==> src/rtl/enum_type.sv <==
// Shared command/state encodings for the Tetris engine and its command scheduler.
package enum_type;

    typedef enum logic [2:0] {
        NONE   = 3'd0,
        WAIT   = 3'd1,
        LEFT   = 3'd2,
        RIGHT  = 3'd3,
        DOWN   = 3'd4,
        DROP   = 3'd5,
        ROTATE = 3'd6,
        MOVE   = 3'd7
    } state_type;

    typedef enum logic [1:0] {
        IDLE  = 2'd0,
        ISSUE = 2'd1,
        BUSY  = 2'd2
    } gs_state_t;

    // Player commands that move the piece down and so restart the gravity period.
    function automatic logic is_down_move(input state_type c);
        return (c == DOWN) || (c == DROP);
    endfunction

endpackage

==> src/rtl/gravity_timer.sv <==
// Level-dependent gravity timer: counts clk cycles and raises a single pending
// tick each period; the pending flag saturates at one outstanding tick.
module gravity_timer
    import enum_type::*;
#(
    parameter int BASE_PERIOD = 100_000_000,
    parameter int STEP        = 6_000_000,
    parameter int MIN_PERIOD  = 5_000_000,
    parameter int PW          = $clog2(BASE_PERIOD + 1)
) (
    input  logic          clk,
    input  logic          reset_n,
    input  logic [3:0]    level,
    input  logic          pause,
    input  logic          clr,
    input  logic          take,
    output logic          tick_pending
);

    localparam int EW = PW + 4;
    localparam logic [EW-1:0] BASE_EXT = EW'(BASE_PERIOD);
    localparam logic [EW-1:0] MIN_EXT  = EW'(MIN_PERIOD);

    logic [EW-1:0] reduction;
    logic [EW-1:0] period_calc;
    logic [PW-1:0] period_next;
    logic [PW-1:0] period_q;
    logic [PW-1:0] cnt;
    logic          tick;

    // Wide arithmetic so a large level*STEP clamps to zero instead of wrapping.
    always_comb begin
        reduction = EW'(level) * EW'(STEP);
        if (reduction >= BASE_EXT) begin
            period_calc = '0;
        end else begin
            period_calc = BASE_EXT - reduction;
        end
        if (period_calc < MIN_EXT) begin
            period_calc = MIN_EXT;
        end
        period_next = PW'(period_calc);
        tick        = !pause && (cnt >= period_q - PW'(1));
    end

    always_ff @(posedge clk or negedge reset_n) begin
        if (!reset_n) begin
            period_q     <= PW'(BASE_PERIOD);
            cnt          <= '0;
            tick_pending <= 1'b0;
        end else begin
            period_q <= period_next;
            if (clr) begin
                cnt          <= '0;
                tick_pending <= 1'b0;
            end else if (!pause) begin
                cnt <= tick ? '0 : cnt + PW'(1);
                // A tick landing while one is already pending is simply lost.
                if (take) begin
                    tick_pending <= 1'b0;
                end else if (tick) begin
                    tick_pending <= 1'b1;
                end
            end
        end
    end

endmodule

==> src/rtl/gravity_sched.sv <==
// Arbitrates gravity DOWN ticks against player commands and hands exactly one
// command at a time to the game engine, holding it until accepted.
module gravity_sched
    import enum_type::*;
#(
    parameter int BASE_PERIOD = 100_000_000,
    parameter int STEP        = 6_000_000,
    parameter int MIN_PERIOD  = 5_000_000,
    parameter int PW          = $clog2(BASE_PERIOD + 1)
) (
    input  logic       clk,
    input  logic       reset_n,
    input  state_type  usr_cmd,
    output logic       usr_pop,
    input  state_type  state,
    output state_type  cmd,
    input  logic [3:0] level,
    input  logic       pause,
    output logic       grav_pending
);

    gs_state_t fsm;
    logic      can_issue;
    logic      take;
    logic      issue_usr;
    logic      clr;

    // Gravity wins over the player; the timer sees take/clr in the issue cycle.
    always_comb begin
        can_issue = (fsm == IDLE) && !pause && (state == WAIT);
        take      = can_issue && grav_pending;
        issue_usr = can_issue && !grav_pending && (usr_cmd != NONE);
        clr       = issue_usr && is_down_move(usr_cmd);
    end

    gravity_timer #(
        .BASE_PERIOD (BASE_PERIOD),
        .STEP        (STEP),
        .MIN_PERIOD  (MIN_PERIOD),
        .PW          (PW)
    ) u_timer (
        .clk          (clk),
        .reset_n      (reset_n),
        .level        (level),
        .pause        (pause),
        .clr          (clr),
        .take         (take),
        .tick_pending (grav_pending)
    );

    always_ff @(posedge clk or negedge reset_n) begin
        if (!reset_n) begin
            fsm     <= IDLE;
            cmd     <= NONE;
            usr_pop <= 1'b0;
        end else begin
            usr_pop <= 1'b0;
            case (fsm)
                IDLE: begin
                    if (take) begin
                        cmd <= DOWN;
                        fsm <= ISSUE;
                    end else if (issue_usr) begin
                        cmd     <= usr_cmd;
                        usr_pop <= 1'b1;
                        fsm     <= ISSUE;
                    end
                end
                ISSUE: begin
                    if (state != WAIT) begin
                        cmd <= NONE;
                        fsm <= BUSY;
                    end
                end
                BUSY: begin
                    if (state == WAIT) begin
                        fsm <= IDLE;
                    end
                end
                default: begin
                    cmd <= NONE;
                    fsm <= IDLE;
                end
            endcase
        end
    end

endmodule

==> config.mk <==
export PLATFORM = sky130hd
export DESIGN_NAME = gravity_sched
export DESIGN_NICKNAME = d
export VERILOG_FILES = /design/src/rtl/enum_type.sv /design/src/rtl/gravity_timer.sv /design/src/rtl/gravity_sched.sv
export SDC_FILE = /design/constraint.sdc
export NUM_CORES = 1
export LEC_CHECK = 0
export ABC_AREA = 1
export CELL_PAD_IN_SITES_DETAIL_PLACEMENT = 1
export CELL_PAD_IN_SITES_GLOBAL_PLACEMENT = 2
export CORE_ASPECT_RATIO = 1.1
export CORE_UTILIZATION = 35
export DETAILED_ROUTE_END_ITERATION = 6
export PLACE_DENSITY_LB_ADDON = 0.1
export SLEW_MARGIN = 20
export SYNTH_ARGS = -nofsm -noshare
export SYNTH_HDL_FRONTEND = slang
export SYNTH_SLANG_ARGS = --single-unit
export TNS_END_PERCENT = 100
==> constraint.sdc <==
create_clock -name clk -period 9.05 [get_ports clk]
set_clock_uncertainty 0.15 [all_clocks]
set_input_delay 1.81 -clock clk [delete_from_list [all_inputs] [get_ports clk]]
set_output_delay 1.81 -clock clk [all_outputs]
set_load 0.02 [all_outputs]
==> out/results.txt <==
met2 global-route usage: 43.3%
final WL: 16,600 µm
final period utilization: 71.5%
mapped cell area: 5490 µm²
Post-DP HPWL: 14,200 µm
synthesized net count: 894
via count: 5,279
Synthesis Warnings: 0
Die ar.: 16,200 µm²
DIE WIDTH: 121 µm
crit path capture type: flop
row count: 47
Nets: 911
Bufs on Longest Clock Path: 2
post-DR vias/cell: 5.08
Fin. Hold Viols: 0
Synth Flop Type: dfrtp_1
Clock Pin Slew Worst Setup and Hold Paths: 80 ps
cells along the critical path: clkdlybuf4s50_1, ha_1, fa_1, ha_1, nand2_1, inv_1, a21oi_1, nand3_1, nand2_1, nand2_1, xnor2_1, nand2_1, nand2_1, nor2_2, nand2_1, nand3_1, nor2_1, nor2_2, nand2_2, nor2_4, nor2_1
antenna-violating nets left: 0
DRC Markers: 0
flop-to-flop setup slack: 4430 ps
worst setup margin: 2580 ps
met1 Track Usage GR: 24.4%
met3 Usage GRT: 1.71%
number of setup violations in the final report: 0
Slew HR: 53.0%
Cell variety after synth: 40
Syn Inst Count: 826
most frequent cells in the layout: nand2_1 (217), inv_1 (126), nor2_1 (90), nand3_1 (68), ha_1 (51)
TritonCTS buffer count: 5
Overflow after GRT: 0
area of the multi-input gates: 3560 µm²
fin crit period: 6470 ps
Worst Setup Start Kind: input port
RSZ-0062 raised after global routing: no
Slew Viols, Final: 0
Reg area: 1390 µm²
CTS tree: done
root buffer cell: clkbuf_16
Leak: 2.99 nW
hold endpoint: cmd[1]$_DFFE_PN0P_
crit path DAT: 6500 ps
RR Endpoint: u_timer.cnt[26]$_DFFE_PN0P_
cells on worst reg2reg path: 20
Core ar.: 15,200 µm²
PostCTS Resize Cnt: 0
Peak VDD IR: 0.0797 mV
Largest delay share family, worst path: simple AND/OR/NAND/NOR gates
CTS Hold Bufs: 0
Max Fanout on Critical Path: 14
pwr dens: 236 nW/µm²
layout cells sized above 1: 6.87%
Setup TNS Final: 0 ps
Clock Latency Late Sink: 300 ps
commonest non-fill, non-tap cell in the layout: nand2_1
vias in the first global route: 5,677
CP Data Required Time: 9080 ps
most frequent CP cell: nand2_1
first-pass GRT wire length: 27,900 µm
FILL cells: 1,974
Port Buf Inserts: 17
ys async rst share: 100%
status: finished, final reports clean
Post-CTS Setup Inserts: 0
sequential share of the synthesized area: 25.4%
all-layer global routing usage: 21.9%
Setup Crit Path Kind: in -> reg
CP Depth: 21
critical path's slowest cell: clkdlybuf4s50_1
H-tree depth: 2
ANT cells: 0
top achievable clock speed: 154 MHz
GP Congestion: 0.901
HP Start: cmd[1]$_DFFE_PN0P_
Initial Utilization: 36.2%
number of enable flip-flop cells after synthesis: 0
largest net degree at the start of global routing: 56
reg2reg start: u_timer.period_q[7]$_DFF_PN0_
initial antenna violation count: 0
die height: 133 µm
Hold Crit Class: reg -> reg
Layout area overhead: 9.56%
GRT Max-Usage Layer: met2
Slew @ Worst Pin: 704 ps
Pre-antenna DRT Iters: 4
Iteration-0 DRC Markers: 161
Max-Cap Viols: 0
Crit path largest cell delay: 630 ps
clk sinks: 55
hold depth: 2
worst slack, placed: 2240 ps
WP buf/inv: 2
Synth Register Bits: 55
Post-Syn Area per Cell: 6.64 µm²
IO Pins: 18
Avg WL per Cell: 15.9 µm
==> cell usage after synthesis (3+ instances only) <==
master / instances / share of area (%)
nand2_1: 217 / 15
inv_1: 126 / 8.6
nor2_1: 90 / 6.2
nand3_1: 69 / 6.3
ha_1: 51 / 12
dfrtp_1: 43 / 20
xor2_1: 31 / 4.9
a21oi_1: 26 / 2.4
o22ai_1: 23 / 2.6
o21ai_0: 22 / 2.0
nor3_1: 18 / 1.6
xnor2_1: 13 / 2.1
dfstp_2: 12 / 5.7
nand4_1: 11 / 1.3
nor2_2: 11 / 1.3
nand2_2: 8 / 0.91
nor4_1: 6 / 0.68
clkbuf_1: 5 / 0.34
inv_2: 5 / 0.34
fa_1: 4 / 1.5
nand3b_1: 4 / 0.55
nor2_4: 3 / 0.62
nor3_2: 3 / 0.55
o211ai_1: 3 / 0.41
==> flip-flops by register name, summed over array words and instances, names as in the netlist <==
| register | cells |
|---|---|
| usr_pop | 1 |
| u_timer.tick_pending | 1 |
| cmd | 3 |
| u_timer.cnt | 27 |
| fsm | 2 |
| u_timer.period_q | 21 |
==> area by class of cell <==
type | count | area share (%)
multi-input cells | 631 | 59.2
flip-flops and latches | 55 | 23.1
inverters | 132 | 8.24
well taps | 196 | 4.08
repair buffers | 18 | 2.87
clock buffers | 5 | 2.08
clock inverters | 3 | 0.375
==> worst min-delay path: stages (launching register included) <==
cell and delay (ps):
dfrtp_1 360, o21ai_0 90, nand2_1 70
==> kinds of logic (layout without fill, tap and decap cells) <==
logic type	count (synthesis)	in the layout	share of synthesized area (%)
simple gates	448	448	35.8
buf+inv	140	158	9.87
compound gates	84	84	8.87
fa+ha+maj	55	55	13.1
flops	55	55	25.4
xor+xnor	44	44	7.02
==> stage by stage <==
stage	hold slack [ps]	power (mW)	cell area [µm²]	utilization, %	std cells
2_1_floorplan	374	0.993	5490	-	826
3_3_place_gp	346	1.20	5860	38.6	1032
3_5_place_dp	387	1.23	5860	38.6	1032
4_1_cts	407	1.44	6010	39.6	1040
6_report	399	1.42	6010	39.6	1040
5_1_grt	447	1.57	6010	39.6	1040
==> power breakdown <==
group / internal, mW / switching, mW
clock: 0.104 / 0.0944
combinational: 0.277 / 0.508
sequential: 0.348 / 0.0855
==> metal layers <==
layer,vias up,wire (µm)
li1,2688,-
met1,2524,6980
met2,47,8940
met3,20,263
met4,0,382
met5,-,0
==> worst max path at each step <==
stage | startpoint | to | slack (ps)
after floorplan | level[2] | u_timer.period_q[11]$_DFF_PN0_ | 3860
after global placement | level[3] | u_timer.period_q[17]$_DFF_PN0_ | 2400
after detailed placement | level[2] | u_timer.period_q[10]$_DFF_PN0_ | 2240
after CTS | level[2] | u_timer.period_q[10]$_DFF_PN0_ | 2540
after global routing | level[2] | u_timer.period_q[17]$_DFF_PN0_ | 2150
final | level[3] | u_timer.period_q[10]$_DFF_PN0_ | 2580
Note: power is estimated with default switching activity, not from simulation.
